<file path="src/rtl/cgol_pkg.sv">
// Shared types and constants for the Game-of-Life generation sequencer.
package cgol_pkg;

    typedef enum logic [2:0] {
        LOAD,
        IDLE,
        COMPUTE,
        COPY,
        HOLD
    } seq_state_t;

    localparam int ROWS = 8;

    localparam logic PREV_SEL_SEED = 1'b0;
    localparam logic PREV_SEL_CUR  = 1'b1;

endpackage

</file>
<file path="src/rtl/hold_timer.sv">
// Counts display-hold cycles; done is high on the last of HOLD_CYCLES enabled cycles.
module hold_timer #(
    parameter int HOLD_CYCLES = 1024
) (
    input  logic ph1,
    input  logic reset,
    input  logic start,
    input  logic en,
    output logic done
);

    localparam int CW = $clog2(HOLD_CYCLES + 1);
    localparam logic [CW-1:0] LAST = CW'(HOLD_CYCLES - 1);

    logic [CW-1:0] r_cnt;

    always_ff @(posedge ph1 or negedge reset) begin
        if (!reset)
            r_cnt <= '0;
        else if (start)
            r_cnt <= '0;
        else if (en && !done)
            r_cnt <= r_cnt + 1'b1;
    end

    assign done = en && (r_cnt == LAST);

endmodule

</file>
<file path="src/rtl/gen_sequencer.sv">
// Generation sequencer: seed LOAD, then COMPUTE / COPY / HOLD per generation,
// plus display row scan and run/step/reload control.
module gen_sequencer
    import cgol_pkg::*;
#(
    parameter int WIDTH       = 8,
    parameter int REGBITS     = 3,
    parameter int HOLD_CYCLES = 1024,
    parameter int GENBITS     = 16
) (
    input  logic               ph1,
    input  logic               reset,
    input  logic               run,
    input  logic               step,
    input  logic               reload,
    input  logic               seed_valid,
    input  logic [WIDTH-1:0]   seed_row,
    output logic               seed_ready,
    output logic [REGBITS-1:0] addr,
    output logic               prev_we,
    output logic               cur_we,
    output logic               prev_wsel,
    output logic               disp_en,
    output logic [REGBITS-1:0] disp_addr,
    output logic [GENBITS-1:0] gen_count,
    output logic               busy
);

    localparam logic [REGBITS-1:0] LAST_ROW = '1;

    seq_state_t         r_state;
    logic [REGBITS-1:0] r_addr;
    logic [REGBITS-1:0] r_disp_addr;
    logic [GENBITS-1:0] r_gen;
    logic               w_xfer;
    logic               w_hold_start;
    logic               w_hold_done;
    logic               w_unused;

    // Row data goes straight to the register file; the sequencer only steers it.
    assign w_unused = ^seed_row;

    assign seed_ready   = reset && (r_state == LOAD);
    assign w_xfer       = seed_ready && seed_valid;
    assign prev_we      = w_xfer || (reset && (r_state == COPY));
    assign prev_wsel    = (r_state == COPY) ? PREV_SEL_CUR : PREV_SEL_SEED;
    assign cur_we       = reset && (r_state == COMPUTE);
    assign busy         = (r_state == COMPUTE) || (r_state == COPY) || (r_state == HOLD);
    assign disp_en      = (r_state == IDLE) || (r_state == HOLD);
    assign addr         = r_addr;
    assign disp_addr    = r_disp_addr;
    assign gen_count    = r_gen;
    assign w_hold_start = (r_state == COPY) && (r_addr == LAST_ROW);

    hold_timer #(
        .HOLD_CYCLES(HOLD_CYCLES)
    ) u_hold_timer (
        .ph1  (ph1),
        .reset(reset),
        .start(w_hold_start),
        .en   (r_state == HOLD),
        .done (w_hold_done)
    );

    // Row address wraps to 0 on its own after the last row of each sweep.
    always_ff @(posedge ph1 or negedge reset) begin
        if (!reset) begin
            r_state <= LOAD;
            r_addr  <= '0;
            r_gen   <= '0;
        end else begin
            case (r_state)
                LOAD: begin
                    if (w_xfer) begin
                        r_addr <= r_addr + 1'b1;
                        if (r_addr == LAST_ROW)
                            r_state <= IDLE;
                    end
                end
                IDLE: begin
                    if (reload) begin
                        r_state <= LOAD;
                        r_addr  <= '0;
                        r_gen   <= '0;
                    end else if (run || step) begin
                        r_state <= COMPUTE;
                        r_addr  <= '0;
                    end
                end
                COMPUTE: begin
                    r_addr <= r_addr + 1'b1;
                    if (r_addr == LAST_ROW)
                        r_state <= COPY;
                end
                COPY: begin
                    r_addr <= r_addr + 1'b1;
                    if (r_addr == LAST_ROW) begin
                        r_state <= HOLD;
                        r_gen   <= r_gen + 1'b1;
                    end
                end
                HOLD: begin
                    if (w_hold_done)
                        r_state <= IDLE;
                end
                default: r_state <= LOAD;
            endcase
        end
    end

    always_ff @(posedge ph1 or negedge reset) begin
        if (!reset)
            r_disp_addr <= '0;
        else if (disp_en)
            r_disp_addr <= r_disp_addr + 1'b1;
    end

endmodule

</file>
<file path="config.mk">
export PLATFORM = sky130hd
export DESIGN_NAME = gen_sequencer
export DESIGN_NICKNAME = d
export VERILOG_FILES = /design/src/rtl/cgol_pkg.sv /design/src/rtl/hold_timer.sv /design/src/rtl/gen_sequencer.sv
export SDC_FILE = /design/constraint.sdc
export NUM_CORES = 1
export LEC_CHECK = 0
export ABC_AREA = 0
export CAP_MARGIN = 20
export CORE_MARGIN = 2
export CORE_UTILIZATION = 40
export CTS_BUF_LIST = sky130_fd_sc_hd__clkbuf_8 sky130_fd_sc_hd__clkbuf_16
export DETAILED_ROUTE_END_ITERATION = 16
export PLACE_DENSITY = 0.67
export SYNTH_ARGS = -nofsm -noshare
export SYNTH_HDL_FRONTEND = slang
export SYNTH_SLANG_ARGS = --single-unit
</file>
<file path="constraint.sdc">
create_clock -name ph1 -period 2.2 [get_ports ph1]
set_input_delay 0.44 -clock ph1 [delete_from_list [all_inputs] [get_ports ph1]]
set_output_delay 0.44 -clock ph1 [all_outputs]
set_load 0.005 [all_outputs]
</file>
==> results of run 1 <==
-- synthesized netlist by cell type, drive strengths merged, types with 2 or more instances --
master and instances:
nand4 7, buf 5, inv 3, xor2 3, ha 5, or3b 3, nor3 7, dfrtp 36
xnor2 6, nor3b 3, o21ai 14, a21oi 6, and3 5, nand3 12, nand2 29, nand2b 2
o31ai 6, nand4b 2, nor4 3, a21o 2, nor2 17, mux2i 5, o211ai 3, clkbuf 4
-- metrics by stage --
step / setup WS, ns / area [µm²] / hold WS (ns) / total power, W
6_report: 0.09448 / 2527 / 0.4747 / 0.002804
5_1_grt: 0.007481 / 2527 / 0.5088 / 0.003014
4_1_cts: 0.006269 / 2505 / 0.4841 / 0.002828
3_5_place_dp: 0.01467 / 2382 / 0.4739 / 0.002242
3_3_place_gp: 0.01961 / 2382 / 0.4588 / 0.002211
2_1_floorplan: 0.4431 / 1951 / 0.1444 / 0.001652
-- per-layer routing --
metal | global-route usage | vias up | part of all wire
li1 | - | 828 | -
met1 | 0.2069 | 778 | 0.48
met2 | 0.2728 | 26 | 0.48
met3 | 0.04252 | 2 | 0.033
met4 | 0.04444 | 0 | 0.0049
met5 | 0 | - | 0
-- sequential cells by signal (all words and copies together) (netlist names) --
| name | cells |
|---|---|
| addr | 3 |
| disp_addr | 3 |
| gen_count | 16 |
| r_state | 3 |
| u_hold_timer.r_cnt | 11 |
-- where the power goes --
part	total (W)	internal, W	switching, W
registers	0.00112	0.000871	0.000246
clock network	0.000573	0.000335	0.000238
logic	0.00111	0.000667	0.000447
total	0.00280	0.00187	0.000930
-- timing repair --
action,4_1_cts,5_1_grt
endpoints found under the hold margin,0,0
pin swaps,1,2
buffers inserted,0,1
gates resized for setup,5,6
setup endpoints to repair,3,4
-- layout make-up --
cell class | instances | area (µm²)
Fill cell | 429 | 2196
Timing Repair Buffer | 43 | 419.2
Tap cell | 67 | 83.83
Clock inverter | 3 | 42.54
Sequential cell | 36 | 900.9
Multi-Input combinational cell | 156 | 1001
Clock buffer | 5 | 68.82
Inverter | 3 | 11.26
-- kinds of logic after synthesis --
logic type,after synthesis,share of synthesized area
AND/OR/NAND/NOR,98,0.2790
adder cells (fa/ha/maj),5,0.03207
multiplexers,6,0.03143
flip-flops,36,0.4618
AO/OA/AOI/OAI,38,0.1238
buffers and inverters,12,0.03143
XOR/XNOR,9,0.04041
-- final timing paths --
kind | startpoint | to | slack, ns | cells after the start
max in group asynchronous | reset | r_state[0]$_DFFE_PN0P_ | 1.15 | 3
hold / removal | gen_count[15]$_DFFE_PN0P_ | gen_count[15]$_DFFE_PN0P_ | 0.47 | 1
hold reg to reg | gen_count[15]$_DFFE_PN0P_ | gen_count[15]$_DFFE_PN0P_ | 0.47 | 1
setup reg to reg | addr[0]$_DFFE_PN0P_ | gen_count[15]$_DFFE_PN0P_ | 0.26 | 6
min in group asynchronous | reset | gen_count[2]$_DFFE_PN0P_ | 0.72 | 3
setup / recovery | r_state[0]$_DFFE_PN0P_ | prev_we | 0.09 | 5
==> flow_metrics.env, run 1 <==
export IMPL_number_of_flip_flops_and_latches_in_the_synthesized_netlist=36
export IMPL_asyncSetResetFlopFracSynth=1.000
export IMPL_critical_path_cell_by_cell="buf_4 -> nor2_1 -> nand2_1 -> a21oi_1 -> clkdlybuf4s50_1"
export IMPL_outcome="complete, no violations"
export IMPL_tritoncts_clock_tree="yes"
export IMPL_clock_insertion_delay_worst_skew_ns=0.28
export IMPL_synth_area_per_cell_um2=9.562
export IMPL_finalMaxSlewViolations=0
export IMPL_synth_area_leader_cell="dfrtp_1"
export IMPL_cts_made_buffers=5
export IMPL_gp_congestion=0.7539
export IMPL_leak_pwr_nw=1.137
export IMPL_place_port_buffers=33
export IMPL_clkSlewWorstSetupHoldPaths_ns=0.07
export IMPL_final_common_cell="dfrtp_1"
export IMPL_wirelength_mm=3.903
export IMPL_timing_critical_path_max_delay_family="buffers and inverters"
export IMPL_grt_start_max_net_pins=37
export IMPL_nNetsFinal=264
export IMPL_count_of_routing_violations_after_the_opening_detailed_route_iteration=85
export IMPL_post_dp_hpwl_mm=2.802
export IMPL_worst_endpoint_required_ns=1.76
export IMPL_total_setup_violations_reported_at_the_end_of_the_flow=0
export IMPL_netlist_cell_type_count=48
export IMPL_placed_cells_incl_taps=304
export IMPL_clock_tree_buffer_depth=2
export IMPL_synthesis_nets=223
export IMPL_drt_pre_antenna_iters=4
export IMPL_floorplan_die_height_um=73.83
export IMPL_startpoint_type="flip-flop"
export IMPL_crit_arrival_ns=1.67
export IMPL_die_area_mm2=0.005451
export IMPL_timing_fmax_mhz=474.9
export IMPL_root_buffer="clkbuf_8"
export IMPL_route_detailed_vias_per_inst=5.220
export IMPL_timing_hold_violations_final=0
export IMPL_num_rows=25
export IMPL_core_mm2=0.004723
export IMPL_post_synth_main_area_contributors="dfrtp_1, nand2_1, o21ai_0"
export IMPL_maximum_fanout_count_along_the_critical_path=15
export IMPL_floorplan_initialDensity=0.4130
export IMPL_ant_nets=0
export IMPL_syn2layout_area_growth_pct=29.57
export IMPL_globalRouteOverflowTotal=0
export IMPL_crit_end_element="output pin"
export IMPL_num_antenna_cells=0
export IMPL_yosysWarningCount=0
export IMPL_cp_slowest_cell="clkdlybuf4s50_1"
export IMPL_number_of_global_route_vias_before_repair=1563
export IMPL_worst_path_buf_inv=2
export IMPL_global_route_wire_length_before_repair_mm=6.900
export IMPL_synth_main_ff_cell="dfrtp_1"
export IMPL_netlist_area_mm2=0.001951
export IMPL_critPathMaxStageDelay_ns=0.51
export IMPL_track_usage=0.1627
export IMPL_synth_top_cell_area_share=0.4618
export IMPL_post_route_cells_drive_above_1_share=0.1179
export IMPL_cts_hold_buffers_added=0
export IMPL_cellPowerDensity_mw_per_mm2=1109
export IMPL_post_route_period_util=0.9571
export IMPL_finClkSkew_ns=0.008885
export IMPL_syn_instance_count=204
export IMPL_worst_hold_path_type="flip-flop to flip-flop"
export IMPL_peak_supply_drop_v=0.0006152
export IMPL_wl_per_cell_um=12.47
export IMPL_clock_sinks=36
export IMPL_timing_worst_setup_path_type="flip-flop to output pin"
export IMPL_timing_max_cap_violations=0
export IMPL_final_cell_mix="dfrtp_1, clkdlybuf4s50_1, nand2_1"
export IMPL_layoutNonFillerInstCount=313
export IMPL_synth_edff_count=0
export IMPL_worst_slew_pin_transition_ns=0.5538
export IMPL_unrepaired_setup_endpoints_after_global_routing="no"
export IMPL_top_level_i_o_count=42
export IMPL_routed_via_count=1634
export IMPL_cts_htree_levels=2
export IMPL_ys_seq_area_frac=0.4618
export IMPL_period_needed_ns=2.106
export IMPL_initial_antenna_violation_count=0
export IMPL_setup_tns_ns=0
export IMPL_die_width_um=73.83
export IMPL_route_detailed_drc=0
export IMPL_max_slew_headroom_at_the_worst_pin=0.6280
export IMPL_final_core_utilization=0.5351
(Power assumes the default switching activity.)
==> run 2, diff against run 1 <==
Settings changed: ABC_AREA 0 to 1.
==> run 2 against run 1 <==
Hold slack got worse by 0.23 ns. First-iteration DRC count increased by 36%. Fmax decreased by 2.0%. Clock power decreased by 15%. Die area increased by 7.3%. Cell area increased by 5.5%. Via count increased by 22%. Setup slack got worse by 0.043 ns. Synthesized area increased by 7.8%. Sequential power decreased by 27%. Flip-flop and latch count unchanged. Global-route usage increased by 1.4 points.
==> flow_metrics.env, run 2 <==
export IMPL_wirelength_mm=4.975
export IMPL_global_route_wire_length_before_repair_mm=8.438
export IMPL_outcome="complete, no violations"
export IMPL_die_area_mm2=0.005851
export IMPL_crit_path_start="r_state[2]$_DFFE_PN0P_"
export IMPL_final_common_cell="nand2_1"
export IMPL_netlist_cell_type_count=25
export IMPL_period_needed_ns=2.149
export IMPL_wl_per_cell_um=12.59
export IMPL_post_route_period_util=0.9766
export IMPL_worst_slew_pin_transition_ns=0.4708
export IMPL_total_setup_violations_reported_at_the_end_of_the_flow=0
export IMPL_num_antenna_cells=0
export IMPL_root_buffer="clkbuf_8"
export IMPL_max_slew_headroom_at_the_worst_pin=0.6861
export IMPL_cellPowerDensity_mw_per_mm2=764.9
export IMPL_peak_supply_drop_v=0.0004916
export IMPL_ys_seq_area_frac=0.4286
export IMPL_syn_instance_count=278
export IMPL_clock_insertion_delay_worst_skew_ns=0.29
export IMPL_num_rows=26
export IMPL_maximum_fanout_count_along_the_critical_path=7
export IMPL_top_level_i_o_count=42
export IMPL_clkSlewWorstSetupHoldPaths_ns=0.08
export IMPL_routedLengthMet1_mm=2.411
export IMPL_crit_arrival_ns=1.71
export IMPL_route_detailed_vias_per_inst=5.035
export IMPL_cts_made_buffers=5
export IMPL_cts_htree_levels=2
export IMPL_timing_max_cap_violations=0
export IMPL_track_usage=0.1767
export IMPL_core_mm2=0.005075
export IMPL_synth_top_cell_area_share=0.4286
export IMPL_unrepaired_setup_endpoints_after_global_routing="yes"
export IMPL_gp_congestion=0.8163
export IMPL_synthesis_nets=297
export IMPL_clock_sinks=36
export IMPL_place_port_buffers=33
export IMPL_critical_path_cell_by_cell="nor2_1 -> nand2_1 -> o21ai_0 -> clkdlybuf4s50_1"
export IMPL_grt_start_max_net_pins=37
export IMPL_drt_pre_antenna_iters=4
export IMPL_finalMaxSlewViolations=0
export IMPL_timing_worst_setup_path_type="flip-flop to output pin"
export IMPL_synth_area_per_cell_um2=7.561
export IMPL_postLayoutSetupSlackWorst_ns=0.05149
export IMPL_floorplan_die_height_um=76.49
export IMPL_startpoint_type="flip-flop"
export IMPL_count_of_routing_violations_after_the_opening_detailed_route_iteration=116
export IMPL_met3_length_um=181
export IMPL_globalRouteOverflowTotal=0
export IMPL_yosysWarningCount=0
export IMPL_synth_area_leader_cell="dfrtp_1"
export IMPL_worst_hold_path_type="input port to async pin"
export IMPL_netlist_area_mm2=0.002102
export IMPL_worst_r2r_startpoint="u_hold_timer.r_cnt[0]$_DFFE_PN0P_"
export IMPL_cts_hold_buffers_added=0
export IMPL_final_cell_mix="nand2_1, dfrtp_1, nor2_1"
export IMPL_post_synth_main_area_contributors="dfrtp_1, nand2_1, nor2_1"
export IMPL_nNetsFinal=343
export IMPL_placed_cell_area_mm2=0.002532
export IMPL_initial_antenna_violation_count=0
export IMPL_met2_wire_length_mm=2.313
export IMPL_synth_edff_count=0
export IMPL_tritoncts_clock_tree="yes"
export IMPL_worst_endpoint_required_ns=1.76
export IMPL_synth_commonest_cells="nand2_1, dfrtp_1, nor2_1, nand3_1, inv_1"
export IMPL_synthMostInstantiatedCell="nand2_1"
export IMPL_crit_end_element="output pin"
export IMPL_timing_fmax_mhz=465.4
export IMPL_timing_hold_violations_final=0
export IMPL_critPathMaxStageDelay_ns=0.53
export IMPL_leak_pwr_nw=1.228
export IMPL_floorplan_initialDensity=0.4142
export IMPL_finClkSkew_ns=0.01126
export IMPL_post_dp_hpwl_mm=3.630
export IMPL_route_detailed_drc=0
export IMPL_post_route_cells_drive_above_1_share=0.1200
export IMPL_largest_reg_flops=16
export IMPL_ant_nets=0
export IMPL_number_of_flip_flops_and_latches_in_the_synthesized_netlist=36
export IMPL_cp_slowest_cell="clkdlybuf4s50_1"
export IMPL_synth_main_ff_cell="dfrtp_1"
export IMPL_die_width_um=76.49
export IMPL_top_signal_layer_used="met4"
export IMPL_asyncSetResetFlopFracSynth=1.000
export IMPL_syn2layout_area_growth_pct=26.85
export IMPL_pre_cts_setup_slack_ns=0.2045
export IMPL_routed_via_count=1989
export IMPL_final_cell_area_mm2=0.002666
export IMPL_number_of_global_route_vias_before_repair=1849
export IMPL_clock_tree_buffer_depth=2
## run 2: changes by cell type after synthesis, sizes merged, moves of 4 or more
cell,delta
and3,-5
clkbuf,-4
inv,+25
mux2i,-5
nand2,+51
nand3,+14
nand4,+9
nor2,+19
o21ai,+12
o31ai,-6
xnor2,-5
## run 2: what timing repair did
item | 4_1_cts | 5_1_grt
setup buffers | 2 | 1
pin swaps | 0 | 1
gates resized for setup | 1 | 6
endpoints found under the setup margin | 3 | 4
## run 2: final cells by class
cell class                 count  area [µm²]
clock buffer                   6       82.58
timing repair buffer          42       397.9
fill                         511        2409
tap                           70       87.58
sequential                    36       902.1
inverter                      28       107.6
clock inverter                 2       7.507
multi-input combinational    211        1081
## run 2: critical path, delay by kind of cell (launching register included)
family / cells / cell delay [ns]
AOI/OAI and AO/OA: 1 / 0.17
buffers and inverters: 1 / 0.53
DFF: 1 / 0.48
and+or+nand+nor: 2 / 0.25
## run 2: logic make-up after synthesis
group / share of synthesized area
AO/OA/AOI/OAI: 0.09881
adder cells (fa/ha/maj): 0.02976
buffers and inverters: 0.06310
flip-flops: 0.4286
XOR/XNOR: 0.02500
AND/OR/NAND/NOR: 0.3548
## run 2: where the power goes
group | leakage (nW) | internal, W | switching, W | total (W)
Sequential | 0.489 | 0.000744 | 0.0000717 | 0.000816
Clock | 0.0538 | 0.000246 | 0.000240 | 0.000486
Combinational | 0.685 | 0.000357 | 0.000381 | 0.000738
Total | 1.23 | 0.00135 | 0.000692 | 0.00204
## run 2: final timing paths
path	endpoint	slack [ns]	cells after the start
setup reg to reg	u_hold_timer.r_cnt[5]$_DFFE_PN0P_	0.55	9
hold / removal	gen_count[6]$_DFFE_PN0P_	0.25	2
min in group ph1	disp_addr[2]$_DFFE_PN0P_	0.48	1
hold reg to reg	disp_addr[2]$_DFFE_PN0P_	0.48	1
max in group asynchronous	r_state[2]$_DFFE_PN0P_	1.58	2
setup / recovery	prev_we	0.05	4
## run 2: through the flow
| step | TNS (ns) | total power [W] | hold WS (ns) | utilization | std cells |
|---|---|---|---|---|---|
| floorplan | 0 | 0.001215 | 0.1444 | - | 278 |
| global placement | 0 | 0.001527 | 0.4654 | 0.4990 | 384 |
| detailed placement | 0 | 0.001540 | 0.4798 | 0.4990 | 384 |
| CTS | 0 | 0.002046 | 0.2692 | 0.5200 | 394 |
| global route | -0.04815 | 0.002180 | 0.2970 | 0.5254 | 395 |
| finish | 0 | 0.002039 | 0.2495 | 0.5254 | 395 |
## run 2: layer usage
metal  track usage  vias up
met5             0        -
met4       0.05636        0
met3       0.04028        7
met2        0.2903       42
met1        0.2316      931
li1              -     1009
==> run 3, diff against run 2 <==
Settings changed: REMOVE_ABC_BUFFERS set to 1.
==> run 3 against run 2 <==
Via count grew 0.45%. Register-to-register slack worse by 0.03 ns. Critical path type unchanged. Cell count stayed put. Global-route usage down 0.24 points. First-iteration DRC count is 11% lower. Cell area up 0.28%. Setup slack improved by 0.018 ns. Sequential share of layout area fell by 0.095 points. Die area unchanged. Power decreased by 0.89%. Clock-buffer cell count shrank 1.
==> flow_metrics.env, run 3 (same netlist as run 2, synthesis figures left out) <==
export IMPL_layoutNonFillerInstCount=395
export IMPL_peak_supply_drop_v=0.0005622
export IMPL_num_antenna_cells=0
export IMPL_worst_path_buf_inv=2
export IMPL_top_level_i_o_count=42
export IMPL_die_width_um=76.49
export IMPL_core_mm2=0.005075
export IMPL_globalRouteOverflowTotal=0
export IMPL_period_needed_ns=2.131
export IMPL_placed_cell_area_mm2=0.002525
export IMPL_crit_arrival_ns=1.69
export IMPL_startpoint_type="flip-flop"
export IMPL_place_port_buffers=33
export IMPL_postLayoutSetupSlackWorst_ns=0.06925
export IMPL_final_common_cell="nand2_1"
export IMPL_root_buffer="clkbuf_8"
export IMPL_leak_pwr_nw=1.228
export IMPL_floorplan_die_height_um=76.49
export IMPL_clock_insertion_delay_worst_skew_ns=0.28
export IMPL_clkSlewWorstSetupHoldPaths_ns=0.07
export IMPL_max_slew_headroom_at_the_worst_pin=0.7002
export IMPL_post_route_cells_drive_above_1_share=0.1292
export IMPL_cts_htree_levels=2
export IMPL_cellPowerDensity_mw_per_mm2=756.0
export IMPL_die_area_mm2=0.005851
export IMPL_count_of_routing_violations_after_the_opening_detailed_route_iteration=103
export IMPL_worst_endpoint_required_ns=1.76
export IMPL_met3_length_um=220
export IMPL_timing_worst_setup_path_type="flip-flop to output pin"
export IMPL_top_signal_layer_used="met4"
export IMPL_pre_cts_setup_slack_ns=0.1947
export IMPL_final_core_utilization=0.5269
export IMPL_syn2layout_area_growth_pct=27.20
export IMPL_timing_fmax_mhz=469.3
export IMPL_final_cell_mix="nand2_1, dfrtp_1, nor2_1"
export IMPL_crit_end_element="output pin"
export IMPL_cp_slowest_cell="clkdlybuf4s50_1"
export IMPL_critPathMaxStageDelay_ns=0.50
export IMPL_critical_path_cell_by_cell="inv_2 -> nand3_1 -> nand2_2 -> clkdlybuf4s50_1"
export IMPL_num_rows=26
export IMPL_met2_wire_length_mm=2.219
export IMPL_wirelength_mm=4.749
export IMPL_number_of_global_route_vias_before_repair=1857
export IMPL_final_cell_area_mm2=0.002674
export IMPL_clock_sinks=36
export IMPL_outcome="complete, no violations"
export IMPL_track_usage=0.1743
export IMPL_nNetsFinal=344
export IMPL_clock_tree_buffer_depth=2
export IMPL_cts_made_buffers=5
export IMPL_routedLengthMet1_mm=2.276
export IMPL_global_route_wire_length_before_repair_mm=8.328
export IMPL_timing_critical_path_max_delay_family="buffers and inverters"
export IMPL_wl_per_cell_um=12.02
export IMPL_hold_worst_slack_ns=0.2183
export IMPL_unrepaired_setup_endpoints_after_global_routing="yes"
export IMPL_post_route_period_util=0.9685
export IMPL_ant_nets=0
export IMPL_finClkSkew_ns=0.004230
export IMPL_routed_via_count=1998
export IMPL_total_setup_violations_reported_at_the_end_of_the_flow=0
export IMPL_timing_hold_violations_final=0
export IMPL_drt_pre_antenna_iters=4
export IMPL_floorplan_initialDensity=0.4142
export IMPL_post_dp_hpwl_mm=3.480
export IMPL_grt_start_max_net_pins=37
export IMPL_timing_max_cap_violations=0
export IMPL_initial_antenna_violation_count=0
export IMPL_route_detailed_vias_per_inst=5.058
export IMPL_route_detailed_drc=0
export IMPL_placed_cells_incl_taps=383
export IMPL_worst_hold_path_type="input port to async pin"
export IMPL_maximum_fanout_count_along_the_critical_path=6
export IMPL_finalMaxSlewViolations=0
export IMPL_gp_congestion=0.8624
export IMPL_tritoncts_clock_tree="yes"
export IMPL_worst_slew_pin_transition_ns=0.4496
export IMPL_largest_reg_flops=16
run 3: cell types whose count changed in the layout (fill, tap and decap cells not counted), sizes merged:
cell / previous run / this run
buf: 10 / 11
clkbuf: 6 / 5
clkinv: 0 / 1
inv: 30 / 29
run 3: report_power, final:
part	switching [W]	internal, W	total (W)	leakage (nW)
registers	0.0000751	0.000744	0.000819	0.489
clock network	0.000227	0.000211	0.000437	0.0452
logic	0.000398	0.000366	0.000765	0.693
run 3: final timing paths:
check,from,endpoint,slack [ns],depth (start not counted)
worst max-delay path,r_state[2]$_DFFE_PN0P_,disp_en,0.07,4
worst min-delay path,reset,gen_count[8]$_DFFE_PN0P_,0.22,2
worst max register to register,u_hold_timer.r_cnt[0]$_DFFE_PN0P_,u_hold_timer.r_cnt[8]$_DFFE_PN0P_,0.52,9
worst min register to register,disp_addr[2]$_DFFE_PN0P_,disp_addr[2]$_DFFE_PN0P_,0.51,1
max in group asynchronous,reset,r_state[2]$_DFFE_PN0P_,1.64,2
min in group ph1,disp_addr[2]$_DFFE_PN0P_,disp_addr[2]$_DFFE_PN0P_,0.51,1
run 3: what timing repair did:
| item | CTS | global route |
|---|---|---|
| hold buffers | 0 | 0 |
| pin swaps | 0 | 2 |
| endpoints found under the setup margin | 4 | 5 |
| buffers inserted | 2 | 3 |
| gates resized for setup | 1 | 9 |
run 3: final cells by class:
type                       instances  area (µm²)
clock buffer                       5       68.82
clock inverter                     2       8.758
fill                             514        2401
inverter                          28       105.1
multi-input combinational        211        1096
sequential                        36       902.1
tap                               70       87.58
timing repair buffer              43       405.4
run 3: through the flow:
| stage | TNS (ns) | total power [W] |
|---|---|---|
| global route | -0.01047 | 0.002165 |
| detailed placement | 0 | 0.001529 |
| CTS | 0 | 0.002001 |
| finish | 0 | 0.002021 |
| global placement | 0 | 0.001515 |
| floorplan | 0 | 0.001203 |
run 3: layer usage:
metal  vias up  GRT usage
met2        56     0.2876
met5         -          0
li1       1015          -
met1       925     0.2256
met4         0    0.05455
met3         2    0.04265
